### src/rtl/uart_pkg.sv
// Shared types and constants for the buffered UART transmitter.
package uart_pkg;

    typedef enum logic [2:0] {
        ST_IDLE   = 3'd0,
        ST_START  = 3'd1,
        ST_DATA   = 3'd2,
        ST_PARITY = 3'd3,
        ST_STOP   = 3'd4
    } tx_state_e;

    localparam logic [1:0] PAR_NONE = 2'd0;
    localparam logic [1:0] PAR_EVEN = 2'd1;
    localparam logic [1:0] PAR_ODD  = 2'd2;

    localparam int DEFAULT_CLKS_PER_BIT = 868;

endpackage

### src/rtl/sync_fifo.sv
// Single-clock FIFO with registered full/empty/level; occupancy tracked by a counter.
// Push on full and pop on empty are ignored; read data is the current head (show-ahead).
module sync_fifo #(
    parameter int WIDTH = 8,
    parameter int DEPTH = 16,
    localparam int AW = $clog2(DEPTH),
    localparam int LW = AW + 1
) (
    input  logic             clock,
    input  logic             RESET,
    input  logic             push_i,
    input  logic [WIDTH-1:0] push_dat_i,
    input  logic             pop_i,
    output logic [WIDTH-1:0] pop_dat_o,
    output logic             full_o,
    output logic             empty_o,
    output logic [LW-1:0]    level_o
);

    logic [WIDTH-1:0] mem_q [DEPTH];
    logic [AW-1:0]    wr_ptr_q, rd_ptr_q;
    logic [LW-1:0]    level_q, level_d;
    logic             full_q, empty_q;
    logic             do_push, do_pop;

    assign do_push = push_i & ~full_q;
    assign do_pop  = pop_i & ~empty_q;

    always_comb begin
        level_d = level_q;
        if (do_push && !do_pop)
            level_d = level_q + 1'b1;
        else if (do_pop && !do_push)
            level_d = level_q - 1'b1;
    end

    always_ff @(posedge clock) begin
        if (RESET) begin
            wr_ptr_q <= '0;
            rd_ptr_q <= '0;
            level_q  <= '0;
            full_q   <= 1'b0;
            empty_q  <= 1'b1;
        end else begin
            if (do_push) wr_ptr_q <= wr_ptr_q + 1'b1;
            if (do_pop)  rd_ptr_q <= rd_ptr_q + 1'b1;
            level_q <= level_d;
            full_q  <= (level_d == LW'(DEPTH));
            empty_q <= (level_d == '0);
        end
    end

    // Storage needs no reset: level gates every read.
    always_ff @(posedge clock) begin
        if (do_push) mem_q[wr_ptr_q] <= push_dat_i;
    end

    assign pop_dat_o = mem_q[rd_ptr_q];
    assign full_o    = full_q;
    assign empty_o   = empty_q;
    assign level_o   = level_q;

endmodule

### src/rtl/uart_tx_fifo.sv
// Buffered UART transmitter: FIFO feeding a start/data/parity/stop serialiser.
// First start bit one cycle after a push into an idle block; frames run back to back.
module uart_tx_fifo
    import uart_pkg::*;
#(
    parameter int DATA_BITS    = 8,
    parameter int DEPTH        = 16,
    parameter int CLKS_PER_BIT = DEFAULT_CLKS_PER_BIT
) (
    input  logic                   clock,
    input  logic                   RESET,
    input  logic                   wr_en,
    input  logic [DATA_BITS-1:0]   wr_data,
    input  logic [1:0]             parity_mode,
    input  logic                   stop2,
    input  logic                   clr_overflow,
    output logic                   full,
    output logic                   empty,
    output logic [$clog2(DEPTH):0] level,
    output logic                   overflow,
    output logic                   busy,
    output logic                   uart_tx
);

    localparam int BAUD_W = (CLKS_PER_BIT > 1) ? $clog2(CLKS_PER_BIT) : 1;
    localparam int BIT_W  = $clog2(DATA_BITS);
    localparam logic [BAUD_W-1:0] LAST_BAUD = BAUD_W'(CLKS_PER_BIT - 1);
    localparam logic [BIT_W-1:0]  LAST_BIT  = BIT_W'(DATA_BITS - 1);

    tx_state_e              state_q, state_d;
    logic [BAUD_W-1:0]      baud_q, baud_d;
    logic [BIT_W-1:0]       bit_q, bit_d;
    logic [DATA_BITS-1:0]   shift_q, shift_d;
    logic [1:0]             mode_q, mode_d;
    logic                   stop2_q, stop2_d;
    logic                   stop_cnt_q, stop_cnt_d;
    logic                   par_q, par_d;
    logic                   tx_q, tx_d;
    logic                   ovf_q;
    logic                   pop;
    logic                   bit_end;
    logic [DATA_BITS-1:0]   head_dat;

    sync_fifo #(.WIDTH(DATA_BITS), .DEPTH(DEPTH)) u_fifo (
        .clock      (clock),
        .RESET      (RESET),
        .push_i     (wr_en),
        .push_dat_i (wr_data),
        .pop_i      (pop),
        .pop_dat_o  (head_dat),
        .full_o     (full),
        .empty_o    (empty),
        .level_o    (level)
    );

    assign bit_end = (baud_q == LAST_BAUD);

    always_comb begin
        state_d    = state_q;
        baud_d     = (state_q == ST_IDLE || bit_end) ? '0 : baud_q + 1'b1;
        bit_d      = bit_q;
        shift_d    = shift_q;
        mode_d     = mode_q;
        stop2_d    = stop2_q;
        stop_cnt_d = stop_cnt_q;
        par_d      = par_q;
        tx_d       = tx_q;
        pop        = 1'b0;
        case (state_q)
            ST_IDLE: ;
            ST_START: if (bit_end) begin
                state_d = ST_DATA;
                tx_d    = shift_q[0];
                bit_d   = '0;
            end
            ST_DATA: if (bit_end) begin
                if (bit_q == LAST_BIT) begin
                    if (mode_q == PAR_EVEN || mode_q == PAR_ODD) begin
                        state_d = ST_PARITY;
                        tx_d    = par_q;
                    end else begin
                        state_d    = ST_STOP;
                        tx_d       = 1'b1;
                        stop_cnt_d = 1'b0;
                    end
                end else begin
                    shift_d = shift_q >> 1;
                    tx_d    = shift_q[1];
                    bit_d   = bit_q + 1'b1;
                end
            end
            ST_PARITY: if (bit_end) begin
                state_d    = ST_STOP;
                tx_d       = 1'b1;
                stop_cnt_d = 1'b0;
            end
            ST_STOP: if (bit_end) begin
                if (stop2_q && !stop_cnt_q) begin
                    stop_cnt_d = 1'b1;
                end else begin
                    state_d = ST_IDLE;
                    tx_d    = 1'b1;
                end
            end
            default: begin
                state_d = ST_IDLE;
                tx_d    = 1'b1;
            end
        endcase
        // Loading a new frame: from IDLE, or straight out of the final stop bit.
        if (state_d == ST_IDLE && !empty) begin
            pop     = 1'b1;
            state_d = ST_START;
            tx_d    = 1'b0;
            baud_d  = '0;
            shift_d = head_dat;
            mode_d  = parity_mode;
            stop2_d = stop2;
            par_d   = (^head_dat) ^ (parity_mode == PAR_ODD);
        end
    end

    always_ff @(posedge clock) begin
        if (RESET) begin
            state_q    <= ST_IDLE;
            baud_q     <= '0;
            bit_q      <= '0;
            shift_q    <= '0;
            mode_q     <= PAR_NONE;
            stop2_q    <= 1'b0;
            stop_cnt_q <= 1'b0;
            par_q      <= 1'b0;
            tx_q       <= 1'b1;
            ovf_q      <= 1'b0;
        end else begin
            state_q    <= state_d;
            baud_q     <= baud_d;
            bit_q      <= bit_d;
            shift_q    <= shift_d;
            mode_q     <= mode_d;
            stop2_q    <= stop2_d;
            stop_cnt_q <= stop_cnt_d;
            par_q      <= par_d;
            tx_q       <= tx_d;
            ovf_q      <= (ovf_q & ~clr_overflow) | (wr_en & full);
        end
    end

    assign overflow = ovf_q;
    assign busy     = (state_q != ST_IDLE);
    assign uart_tx  = tx_q;

endmodule

### config.mk
export PLATFORM = sky130hd
export DESIGN_NAME = uart_tx_fifo
export DESIGN_NICKNAME = d
export VERILOG_FILES = /design/src/rtl/uart_pkg.sv /design/src/rtl/sync_fifo.sv /design/src/rtl/uart_tx_fifo.sv
export SDC_FILE = /design/constraint.sdc
export NUM_CORES = 1
export LEC_CHECK = 0
export ABC_CLOCK_PERIOD_IN_PS = 3000
export BUFFER_PORTS_ARGS = -buffer_cell sky130_fd_sc_hd__buf_4
export CORE_UTILIZATION = 25
export CTS_CLUSTER_DIAMETER = 120
export DETAILED_ROUTE_END_ITERATION = 10
export PLACE_DENSITY_LB_ADDON = 0.3
export SETUP_SLACK_MARGIN = 0.2
export SYNTH_ARGS = -nofsm -noshare
export SYNTH_HDL_FRONTEND = slang
export SYNTH_SLANG_ARGS = --single-unit
export TNS_END_PERCENT = 50
### constraint.sdc
create_clock -name clock -period 3 [get_ports clock]
set_input_delay 0.3 -clock clock [delete_from_list [all_inputs] [get_ports clock]]
set_output_delay 0.3 -clock clock [all_outputs]
set_load 0.03 [all_outputs]
==> results.py, run 1 <==
metrics = {
    "run_status": {
        "outcome": "finished clean",
    },
    "yosys": {
        "synthTopCellsByArea": "edfxtp_1 (53%), dfxtp_1 (14%), mux4_2 (11%)",
        "ys_top_cells_by_count": "edfxtp_1 (128), dfxtp_1 (50), nor2_1 (48), nand2_1 (46), mux4_2 (36)",
        "synth-edff-count": 128,
        "ys_ff_latch": 178,
        "ys_warn_count": 0,
        "synth_area_leader_cell": "edfxtp_1",
        "syn_inst": 494,
        "ys_async_sr_fraction": 0,
        "ys_seq_area_frac": 0.663,
        "synth.top_cell.area_share": 0.526,
        "synth.most_common_cell": "edfxtp_1",
        "synth_ff_type": "edfxtp_1",
        "syn-num-nets": 519,
        "synth.distinct_cells": 50,
        "postSynthAreaPerCell_sq_um": 14.8,
        "syn_area_sq_um": 7300,
    },
    "placed_design": {
        "hpwlAfterDp_microns": 10400,
        "numPortBuffers": 24,
        "place_congestion": 0.751,
        "dp_slack_ns": 0.499,
        "placed_cell_area_sq_um": 8030,
    },
    "critical_path": {
        "crit_buf_inv": 1,
        "worstPathArrival_ns": 2.81,
        "crit_required_ns": 3.31,
        "path_delay_family": "XOR/XNOR gates",
        "cp-start-kind": "flop",
        "path_max_fanout": 32,
        "critPathMaxStageDelay_ns": 0.54,
        "cp_slowest_cell": "mux4_2",
        "crit_path_cell_trace": "buf_12, mux4_2, a22oi_1, nand3_1, xor2_1, xnor3_1, nand2_1, o211ai_2",
        "cp-end-kind": "flop",
        "crit_type": "reg2reg",
    },
    "grt": {
        "grt_pass1_wl_microns": 24600,
        "grt_usage": 0.108,
        "antenna_found_initial": 0,
        "grt_pass1_vias": 4302,
        "grt_overflow": 0,
        "grt_max_degree": 36,
    },
    "final_layout": {
        "antennaDiodeCount": 0,
        "layout.nets": 563,
        "synthToLayoutAreaGrowth_pct": 17.2,
        "final_area_sq_um": 8560,
        "drive_gt1_frac": 0.227,
        "ff_latch_area_sq_um": 4850,
        "multi_input_area_sq_um": 2290,
        "n_fill_cell": 2877,
    },
    "sta": {
        "setup_ws_ns": 0.507,
        "clock_skew_ns": 0.0106,
        "fmax_mhz": 401,
        "rsz0062_at_grt": "no",
        "finalCritPeriodShare": 0.831,
        "slew_viol_final": 0,
        "final.min_clock_period_ns": 2.49,
        "finalSetupViolations": 0,
        "hold_viol_final": 0,
        "hold_ws_ns": 0.133,
        "tightest_slew_ns": 0.532,
        "setup-tns-final_ns": 0,
        "max_slew_margin": 0.645,
    },
    "cts": {
        "clk-insertion-delay-late_ns": 0.43,
        "cts_tree": "yes",
        "hold_buffers": 0,
        "path_clk_slew_ns": 0.07,
        "cts_setup_buffers": 0,
        "clock_path_buffers": 2,
        "post_cts_resized": 0,
        "cts_buffers": 17,
        "htreeDepth": 4,
        "cts_root_buffer": "clkbuf_16",
        "clock-sinks": 178,
    },
    "power_and_ir_drop": {
        "pwr-share-clk": 0.309,
        "switching_share": 0.295,
        "switching_power_mw": 1.93,
        "p_leak_nw": 2.76,
        "intPower_mw": 4.63,
        "cellPowerDensity_nw_per_um2": 767,
        "comb_power_share": 0.247,
        "power_frac_seq": 0.444,
        "ir_drop_mv": 0.415,
    },
    "route": {
        "detail_route.wl_per_cell_microns": 16.3,
        "dr.pass1.iters": 5,
        "first_iter_violations": 301,
        "vias_per_cell": 4.43,
        "ant_nets": 0,
        "vias": 4138,
        "wirelength_microns": 15300,
        "drcViolationCount": 0,
    },
    "die": {
        "start_util": 0.254,
        "die_h_microns": 173,
        "fp-row-count": 62,
        "ios": 25,
        "core_sq_um": 28700,
        "die_w_microns": 173,
        "die_area_sq_um": 29900,
    },
    "hold_path": {
        "worstHoldStart": "stop2",
        "hold_path.class": "in2reg",
    },
    "job": {
        "drv_cap": 0,
    },
}
power by group through the flow:
stage / clock network (mW) / logic [mW] / registers (mW)
after floorplan: 0 / 1.22 / 3.01
after global placement: 0 / 1.62 / 2.96
after detailed placement: 0 / 1.64 / 2.97
after CTS: 2.09 / 1.64 / 2.91
after global routing: 2.19 / 1.78 / 2.93
final: 2.03 / 1.62 / 2.91
final timing paths:
kind / end / slack, ns / cells after the start
worst max-delay path: par_q$_SDFFE_PP0P_ / 0.51 / 8
worst min-delay path: stop2_q$_SDFFE_PP0P_ / 0.13 / 3
worst max register to register: par_q$_SDFFE_PP0P_ / 0.51 / 8
worst min register to register: baud_q[0]$_SDFF_PP0_ / 0.46 / 1
worst register-to-register path: cells and delay by family, from the launching register on:
kind	cells	cell delay [ns]
AO/OA/AOI/OAI	2	0.32
XOR/XNOR	2	0.61
buffers and inverters	1	0.26
flip-flops	1	0.34
multiplexers	1	0.57
AND/OR/NAND/NOR	2	0.27
cell usage in the layout, fill, tap and decap left out, drive strengths merged, types with 2 or more instances in the layout:
master	synthesis	layout
edfxtp	128	128
dfxtp	50	50
nor2	49	49
nand2	47	47
buf	10	47
mux4	36	36
a21oi	22	22
clkbuf	12	19
nand3	18	18
inv	9	15
xnor2	13	13
nor3	13	13
xor2	10	10
ha	10	10
a22oi	9	9
nand2b	8	8
nor2b	6	6
clkinv	0	6
o22ai	4	4
o21ai	4	4
or2	3	3
a211oi	3	3
nand4	3	3
nand3b	2	2
mux2i	2	2
or3	2	2
a311oi	2	2
and3	2	2
nor4	2	2
mux2	2	2
logic make-up after synthesis:
logic type	count (synthesis)	share of synthesized area
flip-flops	178	0.663
AND/OR/NAND/NOR	160	0.102
AO/OA/AOI/OAI	51	0.0464
multiplexers	40	0.117
buffers and inverters	31	0.0233
XOR/XNOR	24	0.0307
adder cells (fa/ha/maj)	10	0.0171
stage by stage:
step	power, mW	instances	util
CTS	6.64	935	0.298
global placement	4.58	903	0.280
floorplan	4.23	494	-
finish	6.56	935	0.298
global route	6.90	935	0.298
detailed placement	4.61	903	0.280
metal layers:
layer | part of all wire | vias to the layer above | track usage
li1 | - | 1949 | -
met1 | 0.48 | 2113 | 0.146
met2 | 0.47 | 66 | 0.171
met3 | 0.036 | 10 | 0.0255
met4 | 0.0075 | 0 | 0.0343
met5 | 0 | - | 0
cell type report:
| class | count | area share |
|---|---|---|
| inverter | 9 | 0.00395 |
| tap | 384 | 0.0561 |
| clock buffer | 19 | 0.0506 |
| sequential | 178 | 0.566 |
| clock inverter | 13 | 0.0115 |
| timing repair buffer | 47 | 0.0441 |
| multi-input combinational | 285 | 0.268 |
sequential cells by signal, indices dropped and copies added (netlist names), 2 cells and up, named ones only:
name / cells
bit_q: 3
mode_q: 2
baud_q: 10
u_fifo.level_o: 5
shift_q: 8
state_q: 3
u_fifo.rd_ptr_q: 4
u_fifo.mem_q: 128
u_fifo.wr_ptr_q: 4
No activity file was read; power rests on OpenSTA's default activity.
==> inputs of run 2 (changes only) <==
- ABC_AREA: unset -> 1
- ABC_CLOCK_PERIOD_IN_PS: 3000 -> 2300
- clock period: 3 -> 2.3 ns (I/O delays scaled with it)
==> run 2 against run 1 <==
Net effect: die area rose by 10%; routed wire length rose by 26%; via count up 43%; combinational power rose to 2.9 times the previous value; largest power group is now combinational cells; clock-buffer cell count fell by 2; first-iteration DRC count up 20%; clock skew shrank 0.00067 ns; core utilization increased by 2.1 points; largest cell class unchanged; flip-flop and latch count stayed put.
==> results.py, run 2 <==
metrics = {
    "run_status": {
        "outcome": "finished clean",
    },
    "cts": {
        "cts_tree": "yes",
        "htreeDepth": 4,
        "cts_root_buffer": "clkbuf_16",
        "clk-insertion-delay-late_ns": 0.43,
        "clock-sinks": 178,
        "clock_path_buffers": 2,
        "path_clk_slew_ns": 0.07,
        "cts_buffers": 17,
    },
    "sta": {
        "max_slew_margin": 0.638,
        "clock_skew_ns": 0.00996,
        "slew_viol_final": 0,
        "finalSetupViolations": 0,
        "setup-tns-final_ns": 0,
        "hold_viol_final": 0,
        "final.min_clock_period_ns": 2.12,
        "finalCritPeriodShare": 0.921,
        "fmax_mhz": 472,
        "tightest_slew_ns": 0.538,
        "rsz0062_at_grt": "yes",
    },
    "final_layout": {
        "post-route-util": 0.320,
        "reg_top3": "u_fifo.mem_q x128, baud_q x10, shift_q x8",
        "largest_reg_flops": 128,
        "drive_gt1_frac": 0.207,
        "regMostFlops": "u_fifo.mem_q",
        "layout.nets": 984,
        "synthToLayoutAreaGrowth_pct": 25.4,
        "layout_commonest_cell": "nand2_1",
        "n_fill_cell": 3188,
        "antennaDiodeCount": 0,
        "final_cell_mix": "nand2_1 (278), edfxtp_1 (128), inv_1 (95), nand3_1 (70), buf_4 (68)",
    },
    "grt": {
        "grt_pass1_vias": 5683,
        "antenna_found_initial": 0,
        "grt_pass1_wl_microns": 30000,
        "grt_max_degree": 42,
        "grt_overflow": 0,
        "grt_usage": 0.117,
    },
    "critical_path": {
        "critPathMaxStageDelay_ns": 0.34,
        "crit_required_ns": 2.62,
        "cp-start-kind": "flop",
        "crit_type": "reg2reg",
        "crit_path_cell_trace": "ha_4, ha_4, or2_2, nand2_1, nand3_1, nand3_2, nand2_2, nor2_4, buf_6, nand3_2, nand2_1, nand2_1, nand2_1, nor2_2, nand3_1, nand2_1",
        "cp_slowest_cell": "dfxtp_2",
        "worstPathArrival_ns": 2.44,
        "cp-end-kind": "flop",
        "path_common_cell": "nand2_1",
        "path_max_fanout": 6,
    },
    "route": {
        "drcViolationCount": 0,
        "vias_per_cell": 4.31,
        "vias": 5924,
        "ant_nets": 0,
        "wirelength_microns": 19200,
        "dr.pass1.iters": 4,
        "first_iter_violations": 360,
        "detail_route.wl_per_cell_microns": 14.0,
    },
    "yosys": {
        "ys_top_cells_by_count": "nand2_1 (290), edfxtp_1 (128), inv_1 (101), nand3_1 (94), nor2_1 (67)",
        "ys_ff_latch": 178,
        "ys_seq_area_frac": 0.601,
        "postSynthAreaPerCell_sq_um": 9.14,
        "syn-num-nets": 907,
        "synth.most_common_cell": "nand2_1",
        "syn_inst": 882,
        "syn_area_sq_um": 8060,
        "synth_area_leader_cell": "edfxtp_1",
        "synth-edff-count": 128,
        "synth_ff_type": "edfxtp_1",
        "ys_async_sr_fraction": 0,
        "synth.distinct_cells": 39,
        "ys_warn_count": 0,
        "synth.top_cell.area_share": 0.477,
        "synthTopCellsByArea": "edfxtp_1 (48%), nand2_1 (13%), dfxtp_1 (12%)",
    },
    "placed_design": {
        "hpwlAfterDp_microns": 12000,
        "place_congestion": 0.814,
        "numPortBuffers": 24,
    },
    "die": {
        "fp-row-count": 65,
        "start_util": 0.255,
        "ios": 25,
        "die_area_sq_um": 33000,
        "die_h_microns": 182,
        "die_w_microns": 182,
        "core_sq_um": 31600,
    },
    "power_and_ir_drop": {
        "power.total_mw": 11.3,
        "cellPowerDensity_nw_per_um2": 1120,
        "p_leak_nw": 4.13,
        "ir_drop_mv": 0.612,
    },
    "hold_path": {
        "hold_path.class": "in2reg",
    },
    "job": {
        "drv_cap": 0,
    },
}
-- run 2: metal layers --
layer,GRT usage,wire length [microns]
met4,0.0420,337
met2,0.200,9310
met1,0.149,9170
met5,0,0
met3,0.0207,400
-- run 2: what timing repair did --
action / in CTS / in global routing
resized for setup: 19 / 74
gates cloned: 1 / 6
pin swaps: 7 / 30
endpoints found under the hold margin: 0 / 0
buffers inserted: 6 / 19
endpoints found under the setup margin: 22 / 34
hold buffers: 0 / 0
-- run 2: stage by stage --
step	instance area (sq um)	hold WS, ns	setup WS (ns)	cells
2_1_floorplan	8060	0.329	0.208	882
3_5_place_dp	8880	0.448	0.0566	1310
3_3_place_gp	8880	0.445	0.100	1310
5_1_grt	10100	0.0713	0.0368	1373
6_report	10100	0.0364	0.183	1373
4_1_cts	9560	0.0273	0.199	1348
-- run 2: power breakdown --
group / switching [mW] / internal, mW / total, mW
clock network: 1.29 / 1.39 / 2.68
registers: 0.209 / 3.69 / 3.90
logic: 2.73 / 1.96 / 4.69
total: 4.23 / 7.05 / 11.3
-- run 2: area by class of cell --
class,instances,area [sq um],area share
Sequential cell,178,4850,0.480
Inverter,106,413,0.0408
Timing Repair Buffer,89,872,0.0862
Multi-Input combinational cell,567,2940,0.291
Clock buffer,17,425,0.0421
Tap cell,402,503,0.0497
Clock inverter,14,105,0.0104
-- run 2: cell families (layout without fill, tap and decap cells) --
logic type | Yosys count | in the layout | synth area share
xor gates and xnor gates | 11 | 11 | 0.0119
and+or+nand+nor | 485 | 485 | 0.257
adders and majority gates | 10 | 10 | 0.0155
AOI/OAI and AO/OA | 61 | 61 | 0.0441
DFF | 178 | 178 | 0.601
buffers and inverters | 137 | 226 | 0.0706
-- run 2: worst max-delay path: cells and delay by family (launching register included) --
family / cells / cell delay (ns)
fa+ha+maj: 2 / 0.33
simple gates: 13 / 1.19
flops: 1 / 0.34
buf+inv: 1 / 0.13
-- run 2: final timing paths --
check	cells past startpoint	endpoint	slack, ns	startpoint
worst min-delay path	4	overflow$_SDFF_PP0_	0.04	clr_overflow
worst min register to register	2	stop2_q$_SDFFE_PP0P_	0.45	stop2_q$_SDFFE_PP0P_
worst max register to register	16	u_fifo.empty_o$_SDFF_PP1_	0.18	bit_q[0]$_SDFFE_PP0P_
worst max-delay path	16	u_fifo.empty_o$_SDFF_PP1_	0.18	bit_q[0]$_SDFFE_PP0P_
